[src/rtl/rf_write_arbiter_if.sv]
// Writeback bundle for rf_write_arbiter: two requester ports, issue-stage claim,
// register-file write outputs and the pending-write scoreboard.
interface rf_write_arbiter_if #(
    parameter int DATA_W = 8,
    parameter int ADDR_W = 3
);
    logic                      a_valid;
    logic [ADDR_W-1:0]         a_reg;
    logic signed [DATA_W-1:0]  a_data;
    logic                      a_ready;

    logic                      b_valid;
    logic [ADDR_W-1:0]         b_reg;
    logic signed [DATA_W-1:0]  b_data;
    logic                      b_ready;

    logic                      claim_valid;
    logic [ADDR_W-1:0]         claim_reg;

    logic                      rf_we;
    logic [ADDR_W-1:0]         rf_waddr;
    logic signed [DATA_W-1:0]  rf_wdata;
    logic [2**ADDR_W-1:0]      busy;

    // Requesters, issue stage and register file side.
    modport master (
        output a_valid, a_reg, a_data,
        output b_valid, b_reg, b_data,
        output claim_valid, claim_reg,
        input  a_ready, b_ready,
        input  rf_we, rf_waddr, rf_wdata, busy
    );

    // Arbiter side.
    modport slave (
        input  a_valid, a_reg, a_data,
        input  b_valid, b_reg, b_data,
        input  claim_valid, claim_reg,
        output a_ready, b_ready,
        output rf_we, rf_waddr, rf_wdata, busy
    );
endinterface

[src/rtl/rf_write_arbiter.sv]
// Register-file write-port arbiter (ALU port A vs load port B) with pending-write scoreboard.
// Optional macro RF_ARB_FIXED_PRIO_EN: port B always wins contention (no round-robin state).
module rf_write_arbiter #(
    parameter int DATA_W = 8,
    parameter int ADDR_W = 3
) (
    input  logic               clk,
    input  logic               reset,
    rf_write_arbiter_if.slave  bus
);

    localparam int NREG = 2**ADDR_W;

    logic                     contended;
    logic                     xfer;
    logic [ADDR_W-1:0]        xfer_reg;
    logic signed [DATA_W-1:0] xfer_data;
    logic [NREG-1:0]          busy_next;

`ifndef RF_ARB_FIXED_PRIO_EN
    logic rr;  // 0 favours A, 1 favours B
`endif

    assign contended = bus.a_valid && bus.b_valid;

    // NOTE: every output of a combinational block gets a default first so no path leaves it unassigned (no latch).
    always_comb begin
        bus.a_ready = 1'b0;
        bus.b_ready = 1'b0;
        if (!reset) begin
            if (contended) begin
`ifdef RF_ARB_FIXED_PRIO_EN
                bus.b_ready = 1'b1;
`else
                bus.a_ready = !rr;
                bus.b_ready = rr;
`endif
            end else begin
                bus.a_ready = bus.a_valid;
                bus.b_ready = bus.b_valid;
            end
        end
    end

    assign xfer      = bus.a_ready || bus.b_ready;
    assign xfer_reg  = bus.b_ready ? bus.b_reg  : bus.a_reg;
    assign xfer_data = bus.b_ready ? bus.b_data : bus.a_data;

    // Clear for the committing write first, then set for a new claim, so set wins on collision.
    always_comb begin
        busy_next = bus.busy;
        if (bus.rf_we)
            busy_next[bus.rf_waddr] = 1'b0;
        if (bus.claim_valid)
            busy_next[bus.claim_reg] = 1'b1;
    end

    // NOTE: sequential state uses non-blocking assignments so every flop samples pre-edge values.
    always_ff @(posedge clk) begin
        if (reset) begin
            bus.rf_we    <= 1'b0;
            bus.rf_waddr <= '0;
            bus.rf_wdata <= '0;
            bus.busy     <= '0;
`ifndef RF_ARB_FIXED_PRIO_EN
            rr           <= 1'b0;
`endif
        end else begin
            bus.rf_we <= xfer;
            if (xfer) begin
                bus.rf_waddr <= xfer_reg;
                bus.rf_wdata <= xfer_data;
            end
            bus.busy <= busy_next;
`ifndef RF_ARB_FIXED_PRIO_EN
            // After a contended grant, point at the loser: toggling does exactly that.
            if (contended)
                rr <= !rr;
`endif
        end
    end

endmodule

[src/flat_wrapper.sv]
// flat-port wrapper written by rule: the top's interface ports become plain ports
module rf_write_arbiter_flat 
#(
    parameter int DATA_W = 8,
    parameter int ADDR_W = 3
)
  (clk, reset, bus_a_valid, bus_a_reg, bus_a_data, bus_b_valid, bus_b_reg, bus_b_data, bus_claim_valid, bus_claim_reg, bus_a_ready, bus_b_ready, bus_rf_we, bus_rf_waddr, bus_rf_wdata, bus_busy);
  rf_write_arbiter_if #(.DATA_W(DATA_W), .ADDR_W(ADDR_W)) bus_i ();
  input  logic clk;
  input  logic reset;
  input wire logic [$bits(bus_i.a_valid)-1:0] bus_a_valid;
  input wire logic [$bits(bus_i.a_reg)-1:0] bus_a_reg;
  input wire logic [$bits(bus_i.a_data)-1:0] bus_a_data;
  input wire logic [$bits(bus_i.b_valid)-1:0] bus_b_valid;
  input wire logic [$bits(bus_i.b_reg)-1:0] bus_b_reg;
  input wire logic [$bits(bus_i.b_data)-1:0] bus_b_data;
  input wire logic [$bits(bus_i.claim_valid)-1:0] bus_claim_valid;
  input wire logic [$bits(bus_i.claim_reg)-1:0] bus_claim_reg;
  output wire logic [$bits(bus_i.a_ready)-1:0] bus_a_ready;
  output wire logic [$bits(bus_i.b_ready)-1:0] bus_b_ready;
  output wire logic [$bits(bus_i.rf_we)-1:0] bus_rf_we;
  output wire logic [$bits(bus_i.rf_waddr)-1:0] bus_rf_waddr;
  output wire logic [$bits(bus_i.rf_wdata)-1:0] bus_rf_wdata;
  output wire logic [$bits(bus_i.busy)-1:0] bus_busy;
  assign bus_i.a_valid = bus_a_valid;
  assign bus_i.a_reg = bus_a_reg;
  assign bus_i.a_data = bus_a_data;
  assign bus_i.b_valid = bus_b_valid;
  assign bus_i.b_reg = bus_b_reg;
  assign bus_i.b_data = bus_b_data;
  assign bus_i.claim_valid = bus_claim_valid;
  assign bus_i.claim_reg = bus_claim_reg;
  assign bus_a_ready = bus_i.a_ready;
  assign bus_b_ready = bus_i.b_ready;
  assign bus_rf_we = bus_i.rf_we;
  assign bus_rf_waddr = bus_i.rf_waddr;
  assign bus_rf_wdata = bus_i.rf_wdata;
  assign bus_busy = bus_i.busy;
  rf_write_arbiter #(.DATA_W(DATA_W), .ADDR_W(ADDR_W)) u_core (.clk(clk), .reset(reset), .bus(bus_i));
endmodule
[config.mk]
export PLATFORM = sky130hd
export DESIGN_NAME = rf_write_arbiter_flat
export DESIGN_NICKNAME = d
export VERILOG_FILES = /design/src/rtl/rf_write_arbiter_if.sv /design/src/rtl/rf_write_arbiter.sv /design/src/flat_wrapper.sv
export SDC_FILE = /design/constraint.sdc
export NUM_CORES = 1
export LEC_CHECK = 0
export CAP_MARGIN = 30
export CORE_ASPECT_RATIO = 1.1
export CORE_MARGIN = 2
export CORE_UTILIZATION = 40
export DETAILED_ROUTE_END_ITERATION = 8
export PLACE_DENSITY = 0.83
export SLEW_MARGIN = 20
export SYNTH_ARGS = -nofsm -noshare
export SYNTH_HDL_FRONTEND = slang
export SYNTH_SLANG_ARGS = --single-unit
[constraint.sdc]
create_clock -name clk -period 4.06 [get_ports clk]
set_clock_uncertainty 0.2 [all_clocks]
set_input_delay 0.406 -clock clk [delete_from_list [all_inputs] [get_ports clk]]
set_output_delay 0.406 -clock clk [all_outputs]
set_load 0.01 [all_outputs]
==> impl_results.md, run 1 <==
- RSZ-0062 raised after global routing: no
- GRT Overall Usage: 18.52%
- Synth Register Bits: 21
- Grt ovf: 0
- Syn nets: 134
- H-tree depth: 1
- Syn Area/Cell: 8.951 sq um
- Finished Cell Area: 1480 sq um
- Global-route wire length before repair: 3.864 mm
- Wire per inst: 12.85 um
- Setup WS post-layout: 1.216 ns
- Clock Sinks: 21
- CP arrival: 2.24 ns
- Final-stage net count: 185
- Total Wirelength: 2.364 mm
- Routed vias/inst: 5.337
- Slew HR: 53.74%
- Clock power frac: 22.2%
- Crit end category: output port
- Post-synthesis cell area: 930.9 sq um
- # hold bufs at CTS: 0
- Post-DP HPWL: 1.825 mm
- Initial Utilization: 41.75%
- Initial antenna violation count: 0
- Clock latency on the worst-skew pair: 0.29 ns
- Pre-CTS setup slack: 1.250 ns
- Core ar.: 2230 sq um
- Net Switching: 0.1064 mW
- Crit path max fanout: 16
- Num ports: 52
- Commonest non-fill, non-tap cell in the layout: clkdlybuf4s50_1
- Filler Cells Inserted: 182
- Worst min-delay path class: flip-flop to flip-flop
- Cell-internal power: 0.3193 mW
- Period minus WS final: 2.844 ns
- Final setup viols: 0
- Pin count of the biggest net entering global routing: 25
- First-pass DRT Iterations: 4
- Chip Width: 50.00 um
- Vias in the first global route: 912
- Final period util: 70.05%
- Synth cell types: 21
- Cell Area, Placed: 1454 sq um
- Fmax: 351.6 MHz
- Post-CTS Setup Inserts: 0
- Ys Warns: 0
- Final hold viol count: 0
- Worst r2r src: u_core.rr$_SDFFE_PP0N_
- FF+latch area: 420.4 sq um
- Status: finished clean
- # resized after CTS: 0
- Via count: 982
- Leak: 0.5632 nW
- Final non-filler cell total: 184
- Clock Pin Slew Worst Setup and Hold Paths: 0.10 ns
- Placed insts: 180
- Hold path endpoint: u_core.bus.busy[0]$_SDFF_PP0_
- Pwr Density: 287.6 nW/um^2
- Startpoint Class: input port
- Num rows: 18
- VDD IR max: 0.1829 mV
- Area of the multi-input gates: 424.2 sq um
- Port Buffers: 51
- Antenna Cells: 0
- Area Overhead vs Synth: 59.01%
- Clock Tree Buf Depth: 2
- Setup tns final: 0 ns
- ANT nets after route: 0
- Residual DRC count: 0
- Worst EP required: 3.45 ns
- CTS Buf Count: 3
- Share of power burned in registers: 54.4%
- Slew @ Worst Pin: 0.6887 ns
- CTS tree: yes
- Hold path cells: 2
- Combinational share of power: 23.4%
- Root Driver: clkbuf_4
- Hold_sp: u_core.bus.busy[0]$_SDFF_PP0_
- Routability cong.: 0.7587
- Sw Ratio: 24.99%
- Worst reg-to-reg path cell count: 2
- Synth Instances: 104
- Share of cells above drive strength 1: 3.896%
- Die Height: 54.60 um
- DRT iter0 DRCs: 29
- Max cap viols: 0
- Seq/Total Area, Yosys: 45.16%
- Tot Pwr: 0.4256 mW
- Total die area: 2729 sq um
- Kind of critical path: input port to output port
- R2r endpoint: u_core.bus.rf_wdata[6]$_SDFFE_PP0P_
- Slew Limit Fails: 0
- Worst R2R Setup Slack: 2.46 ns
- Most frequent cells in the layout: 51 x clkdlybuf4s50_1, 21 x dfxtp_1, 12 x inv_1, 11 x a2111oi_0, 11 x a221o_1
==> critical path, stage by stage <==
cell and delay, ns:
clkdlybuf4s50_1 0.75, o211a_1 0.47, clkdlybuf4s50_1 0.61
==> power by group through the flow <==
stage	combinational (mW)	sequential (mW)	clock, mW
2_1_floorplan	0.0333	0.239	0
3_3_place_gp	0.0981	0.235	0
3_5_place_dp	0.0999	0.236	0
4_1_cts	0.100	0.232	0.0975
5_1_grt	0.108	0.234	0.110
6_report	0.0996	0.232	0.0944
==> layer usage <==
layer	vias up	GRT usage, %	part of all wire (%)	routed length (um)
met5	-	0	0	0
met4	0	7.407	1.3	31
met1	440	21.92	43	1020
li1	491	-	-	-
met2	47	33.99	48	1130
met3	4	2.732	7.7	181
==> worst max-delay path by stage <==
stage | cells after the start | slack, ns | to | start
3_3_place_gp | 3 | 1.27 | bus_b_ready | bus_b_valid
5_1_grt | 3 | 1.10 | bus_b_ready | bus_b_valid
6_report | 3 | 1.22 | bus_b_ready | bus_b_valid
4_1_cts | 3 | 1.24 | bus_b_ready | bus_b_valid
3_5_place_dp | 3 | 1.25 | bus_b_ready | bus_b_valid
2_1_floorplan | 2 | 2.50 | bus_a_ready | bus_b_valid
==> state kept, by name, indices dropped and copies added (netlist names) <==
register,flops
u_core.bus.rf_we,1
u_core.rr,1
u_core.bus.busy,8
u_core.bus.rf_waddr,3
u_core.bus.rf_wdata,8
==> final cells by class <==
type,instances,share of cell area [%]
repair buffers,53,35.33
inverters,13,3.297
flip-flops and latches,21,28.40
multi-input cells,63,28.66
well taps,30,2.536
clock buffers,4,1.775
==> Yosys cell counts <==
master,count,area (sq um)
nor2_1,4,15.01
buf_2,3,15.01
buf_6,1,11.26
clkbuf_1,3,11.26
inv_2,1,3.750
nand4_1,1,6.260
a2111oi_0,11,96.34
a211oi_1,1,7.510
o211a_1,1,10.01
nor3_1,1,5.000
a21oi_1,8,40.04
nand3_1,4,20.02
nor2b_1,3,18.77
o21ai_0,6,30.03
nand2b_1,3,18.77
o31ai_1,2,15.01
dfxtp_1,21,420.4
a221o_1,11,110.1
xor2_1,1,8.760
nand2_1,6,22.52
inv_1,12,45.04
==> cell families after synthesis <==
family,count (synthesis),share of synthesized area (%)
xor+xnor,1,0.9410
flops,21,45.16
buf+inv,20,9.273
compound gates,40,33.20
simple gates,22,11.42
==> stage by stage <==
step | hold slack [ns] | util [%]
after detailed placement | 0.2644 | 65.21
after CTS | 0.2797 | 66.39
final | 0.2762 | 66.39
after global routing | 0.3045 | 66.39
after global placement | 0.2582 | 64.98
after floorplan | 0.2928 | -
Power figures use the tool's default switching activity.
==> run 2, diff against run 1 <==
--- a/config.mk
+++ b/config.mk
@@ -8,9 +8,9 @@
 export CAP_MARGIN = 30
 export CORE_ASPECT_RATIO = 1.1
 export CORE_MARGIN = 2
-export CORE_UTILIZATION = 40
+export CORE_UTILIZATION = 37
 export DETAILED_ROUTE_END_ITERATION = 8
-export PLACE_DENSITY = 0.83
+export PLACE_DENSITY = 0.78
 export SLEW_MARGIN = 20
 export SYNTH_ARGS = -nofsm -noshare
 export SYNTH_HDL_FRONTEND = slang
==> constraint.sdc (replaced) <==
create_clock -name clk -period 2.8 [get_ports clk]
set_clock_uncertainty 0.2 [all_clocks]
set_input_delay 0.28 -clock clk [delete_from_list [all_inputs] [get_ports clk]]
set_output_delay 0.28 -clock clk [all_outputs]
set_load 0.01 [all_outputs]
==> impl_results.md, run 2 (same netlist as run 1, synthesis figures left out) <==
- Grt ovf: 0 (unchanged)
- # resized after CTS: 0 (unchanged)
- Post-DP HPWL: 2.042 mm (+12%)
- Routability cong.: 0.7372 (-2.8%)
- Pwr Density: 416.8 nW/um^2 (+45%)
- Final setup viols: 0 (unchanged)
- Crit path max fanout: 16 (unchanged)
- GRT Overall Usage: 18.97% (+0.44 points)
- First-pass DRT Iterations: 4 (unchanged)
- # hold bufs at CTS: 0 (unchanged)
- Total Wirelength: 2.596 mm (+9.8%)
- Crit end category: output port
- Residual DRC count: 0 (unchanged)
- Post-CTS Setup Inserts: 0 (unchanged)
- CP arrival: 1.88 ns (-0.36 ns)
- Max cap viols: 0 (unchanged)
- Num ports: 52 (unchanged)
- H-tree depth: 1 (unchanged)
- Root Driver: clkbuf_4
- CTS tree: yes
- Fmax: 424.4 MHz
- Global-route track usage on met3: 3.191% (+0.46 points)
- Period minus WS final: 2.356 ns
- Vias in the first global route: 984 (+7.9%)
- Commonest non-fill, non-tap cell in the layout: clkdlybuf4s50_1
- Status: finished clean
- Most frequent cells in the layout: 51 x clkdlybuf4s50_1, 21 x dfxtp_1, 12 x inv_1, 11 x a2111oi_0, 11 x a221o_1
- Num rows: 19 (+1)
- Slew HR: 51.75% (-2.0 points)
- Slew Limit Fails: 0 (unchanged)
- Leak: 0.5686 nW (+0.96%)
- ANT nets after route: 0 (unchanged)
- CTS Buf Count: 3 (unchanged)
- Clock Sinks: 21 (unchanged)
- Core ar.: 2449 sq um (+9.8%)
- Die Height: 56.61 um (+3.7%)
- Pin count of the biggest net entering global routing: 17 (-32%)
- RSZ-0062 raised after global routing: no
- VDD IR max: 0.2584 mV (+41%)
- Via count: 997 (+1.5%)
- Final-stage net count: 186 (+0.54%)
- DRT iter0 DRCs: 20 (-31%)
- Biggest regs: u_core.bus.busy (8), u_core.bus.rf_wdata (8), u_core.bus.rf_waddr (3)
- Final core occ: 60.91% (-5.5 points)
- Share of cells above drive strength 1: 4.516% (+0.62 points)
- Worst EP required: 2.32 ns (-1.13 ns)
- Clock Tree Buf Depth: 2 (unchanged)
- Met2 Usage GRT: 34.54% (+0.55 points)
- Worst min-delay path class: flip-flop to flip-flop
- Initial antenna violation count: 0 (unchanged)
- Clock Pin Slew Worst Setup and Hold Paths: 0.11 ns (about the same)
- Slew @ Worst Pin: 0.7182 ns (+0.02952 ns)
- Setup tns final: 0 ns (unchanged)
- Wire per inst: 13.96 um (+8.6%)
- Antenna Cells: 0 (unchanged)
- Area Overhead vs Synth: 60.21%
- Initial Utilization: 38.02% (-3.7 points)
- Clock latency on the worst-skew pair: 0.29 ns (about the same)
- Global-route wire length before repair: 4.326 mm (+12%)
- Routed vias/inst: 5.360 (+0.44%)
- Port Buffers: 51 (unchanged)
- Final hold viol count: 0 (unchanged)
- GR peak layer: met2
- Chip Width: 51.83 um (+3.7%)
- Final period util: 84.14%
- Total die area: 2934 sq um (+7.5%)
- Kind of critical path: input port to output port
- Met1 Usage GRT: 22.95% (+1.0 points)
- Startpoint Class: input port
==> run 2: cell count changes in the layout (fill, tap and decap cells not counted), sizes merged <==
cell and delta:
buf +1
==> run 2: path summary, 6_finish.rpt <==
check	slack, ns	start	endpoint	cells past startpoint
worst min-delay path	0.29	u_core.bus.busy[0]$_SDFF_PP0_	u_core.bus.busy[0]$_SDFF_PP0_	2
worst max-delay path	0.44	bus_b_valid	bus_a_ready	3
worst max register to register	1.20	u_core.rr$_SDFFE_PP0N_	u_core.bus.rf_wdata[4]$_SDFFE_PP0P_	3
worst min register to register	0.29	u_core.bus.busy[0]$_SDFF_PP0_	u_core.bus.busy[0]$_SDFF_PP0_	2
==> run 2: worst max-delay path, stage by stage <==
cell and delay (ns):
clkdlybuf4s50_1 0.66, a211oi_1 0.35, clkdlybuf4s50_1 0.58
==> run 2: power by group <==
group	total [mW]	internal [mW]	switching [mW]	leakage [nW]
combinational	0.147	0.0908	0.0567	0.381
sequential	0.337	0.318	0.0185	0.173
clock	0.137	0.0552	0.0822	0.0150
==> run 2: cell type report <==
class	instances	area, sq um
Fill cell	215	957.2
Timing Repair Buffer	54	533.0
Multi-Input combinational cell	63	424.2
Sequential cell	21	420.4
Inverter	13	48.80
Tap cell	31	38.79
Clock buffer	4	26.28
==> run 2: metal layers <==
metal / vias to the layer above / wire length (um)
li1: 491 / -
met1: 461 / 1086
met2: 43 / 1313
met3: 2 / 183
met4: 0 / 13
met5: - / 0
==> run 2: through the flow <==
stage / hold WS, ns / std cells / area (sq um) / total power [mW] / worst slack, ns
after floorplan: 0.1958 / 104 / 930.9 / 0.3942 / 1.453
after global placement: 0.2588 / 182 / 1465 / 0.4863 / 0.5033
after detailed placement: 0.2698 / 182 / 1465 / 0.4913 / 0.4792
after CTS: 0.2898 / 186 / 1491 / 0.6275 / 0.4626
after global routing: 0.3194 / 186 / 1491 / 0.6565 / 0.3674
final: 0.2858 / 186 / 1491 / 0.6216 / 0.4440
==> run 3, diff against run 2 <==
==> constraint.sdc (replaced) <==
create_clock -name clk -period 2.4 [get_ports clk]
set_clock_uncertainty 0.2 [all_clocks]
set_input_delay 0.24 -clock clk [delete_from_list [all_inputs] [get_ports clk]]
set_output_delay 0.24 -clock clk [all_outputs]
set_load 0.01 [all_outputs]
==> impl_results.md, run 3 (same netlist as run 1, synthesis figures left out) <==
- DR WL met3: 188 um (+2.7%)
- Initial Utilization: 38.02% (unchanged)
- Max layer used: met4
- Clock latency on the worst-skew pair: 0.31 ns (+0.02 ns)
- Pin count of the biggest net entering global routing: 16 (-1)
- ANT nets after route: 0 (unchanged)
- Final period util: 91.77%
- Setup tns final: 0 ns (unchanged)
- Routed vias/inst: 5.278 (-1.5%)
- Via count: 987 (-1.0%)
- Most used cell, CP: clkdlybuf4s50_1
- Antenna Cells: 0 (unchanged)
- Post-CTS Setup Inserts: 0 (unchanged)
- CTS tree: yes
- Vias in the first global route: 917 (-6.8%)
- Tot Pwr: 0.7361 mW (+18%)
- Fmax: 454.0 MHz
- Initial antenna violation count: 0 (unchanged)
- VDD IR max: 0.2951 mV (+14%)
- Pwr Density: 491.5 nW/um^2 (+18%)
- Port Buffers: 51 (unchanged)
- Biggest regs: u_core.bus.busy (8), u_core.bus.rf_wdata (8), u_core.bus.rf_waddr (3)
- Num ports: 52 (unchanged)
- Met1 WL: 1.069 mm (-1.6%)
- Status: finished clean
- CTS Buf Count: 3 (unchanged)
- Pre-CTS setup slack: 0.1742 ns (-0.3050 ns)
- Total Wirelength: 2.517 mm (-3.0%)
- DRT iter0 DRCs: 18 (-10%)
- Global-route wire length before repair: 4.043 mm (-6.5%)
- Core ar.: 2449 sq um (unchanged)
- GRT Overall Usage: 18.09% (-0.87 points)
- Final hold viol count: 0 (unchanged)
- Slowest CP cell: clkdlybuf4s50_1
- Clock Pin Slew Worst Setup and Hold Paths: 0.12 ns (about the same)
- Routed length on met2: 1.229 mm (-6.4%)
- CP arrival: 1.76 ns (-0.12 ns)
- Area Overhead vs Synth: 60.89%
- Worst EP required: 1.96 ns (-0.36 ns)
- Crit end category: output port
- # hold bufs at CTS: 0 (unchanged)
- Root Driver: clkbuf_4
- Crit path max fanout: 13 (-3)
- Clock Tree Buf Depth: 2 (unchanged)
- Setup WS post-layout: 0.1975 ns (-0.2464 ns)
- # resized after CTS: 0 (unchanged)
- Slew Limit Fails: 0 (unchanged)
- Post-DP HPWL: 1.965 mm (-3.8%)
- Kind of critical path: input port to output port
- First-pass DRT Iterations: 4 (unchanged)
- Cells along the critical path: clkdlybuf4s50_1 > inv_2 > a211oi_1 > clkdlybuf4s50_1
- Commonest non-fill, non-tap cell in the layout: clkdlybuf4s50_1
- Worst reg-to-reg path cell count: 3 (unchanged)
- Num rows: 19 (unchanged)
- CP max stage delay: 0.60 ns (-0.06 ns)
- H-tree depth: 1 (unchanged)
- Period minus WS final: 2.202 ns
- Routability cong.: 0.7244 (-1.7%)
- RSZ-0062 raised after global routing: no
- Grt ovf: 0 (unchanged)
- Final setup viols: 0 (unchanged)
- Worst min-delay path class: flip-flop to flip-flop
- Chip Width: 51.83 um (unchanged)
- Most frequent cells in the layout: 51 x clkdlybuf4s50_1, 21 x dfxtp_1, 12 x inv_1, 11 x a2111oi_0, 11 x a221o_1
- Clock Sinks: 21 (unchanged)
- Leak: 0.5760 nW (+1.3%)
- Share of cells above drive strength 1: 5.769% (+1.3 points)
- Startpoint Class: input port
- Slew @ Worst Pin: 0.5395 ns (-0.1787 ns)
- Residual DRC count: 0 (unchanged)
- Max cap viols: 0 (unchanged)
- Die Height: 56.61 um (unchanged)
- Hold path cells: 2 (unchanged)
- Final-stage net count: 187 (+0.54%)
- Total die area: 2934 sq um (unchanged)
- Slew HR: 63.76% (+12 points)
- Wire per inst: 13.46 um (-3.6%)
-- run 3: cell types whose count changed in the layout (fill, tap and decap cells not counted), sizes merged --
cell / before / now
buf: 3 / 4
clkbuf: 4 / 3
clkinv: 0 / 1
-- run 3: metrics by stage --
stage / util [%] / cell area, sq um / hold slack (ns) / cells
floorplan: - / 930.9 / 0.1558 / 104
global placement: 59.84 / 1465 / 0.2577 / 182
detailed placement: 60.04 / 1470 / 0.2675 / 183
CTS: 61.17 / 1498 / 0.2847 / 187
global route: 61.17 / 1498 / 0.3096 / 187
finish: 61.17 / 1498 / 0.2852 / 187
-- run 3: critical path: cells and delay by family --
family | cells | cell delay (ns)
buf+inv | 3 | 1.29
compound gates | 1 | 0.23
-- run 3: power by group --
part           switching (mW)  internal [mW]
clock                   0.110         0.0623
sequential             0.0209          0.371
combinational          0.0654          0.107
-- run 3: final timing paths --
check | start | endpoint | slack (ns)
setup / recovery | bus_a_valid | bus_a_ready | 0.20
hold / removal | u_core.bus.busy[2]$_SDFF_PP0_ | u_core.bus.busy[2]$_SDFF_PP0_ | 0.29
setup reg to reg | u_core.rr$_SDFFE_PP0N_ | u_core.bus.rf_wdata[5]$_SDFFE_PP0P_ | 0.80
hold reg to reg | u_core.bus.busy[2]$_SDFF_PP0_ | u_core.bus.busy[2]$_SDFF_PP0_ | 0.29
-- run 3: cell type report --
type | instances | area [sq um]
fill | 229 | 950.9
timing repair buffer | 55 | 538.0
multi-input combinational | 63 | 424.2
sequential | 21 | 420.4
inverter | 13 | 48.80
tap | 31 | 38.79
clock buffer | 3 | 22.52
clock inverter | 1 | 5.005
-- run 3: routing by layer --
metal / up-vias / track usage (%)
li1: 496 / -
met1: 436 / 20.78
met2: 51 / 31.83
met3: 4 / 3.457
met4: 0 / 7.519
met5: - / 0
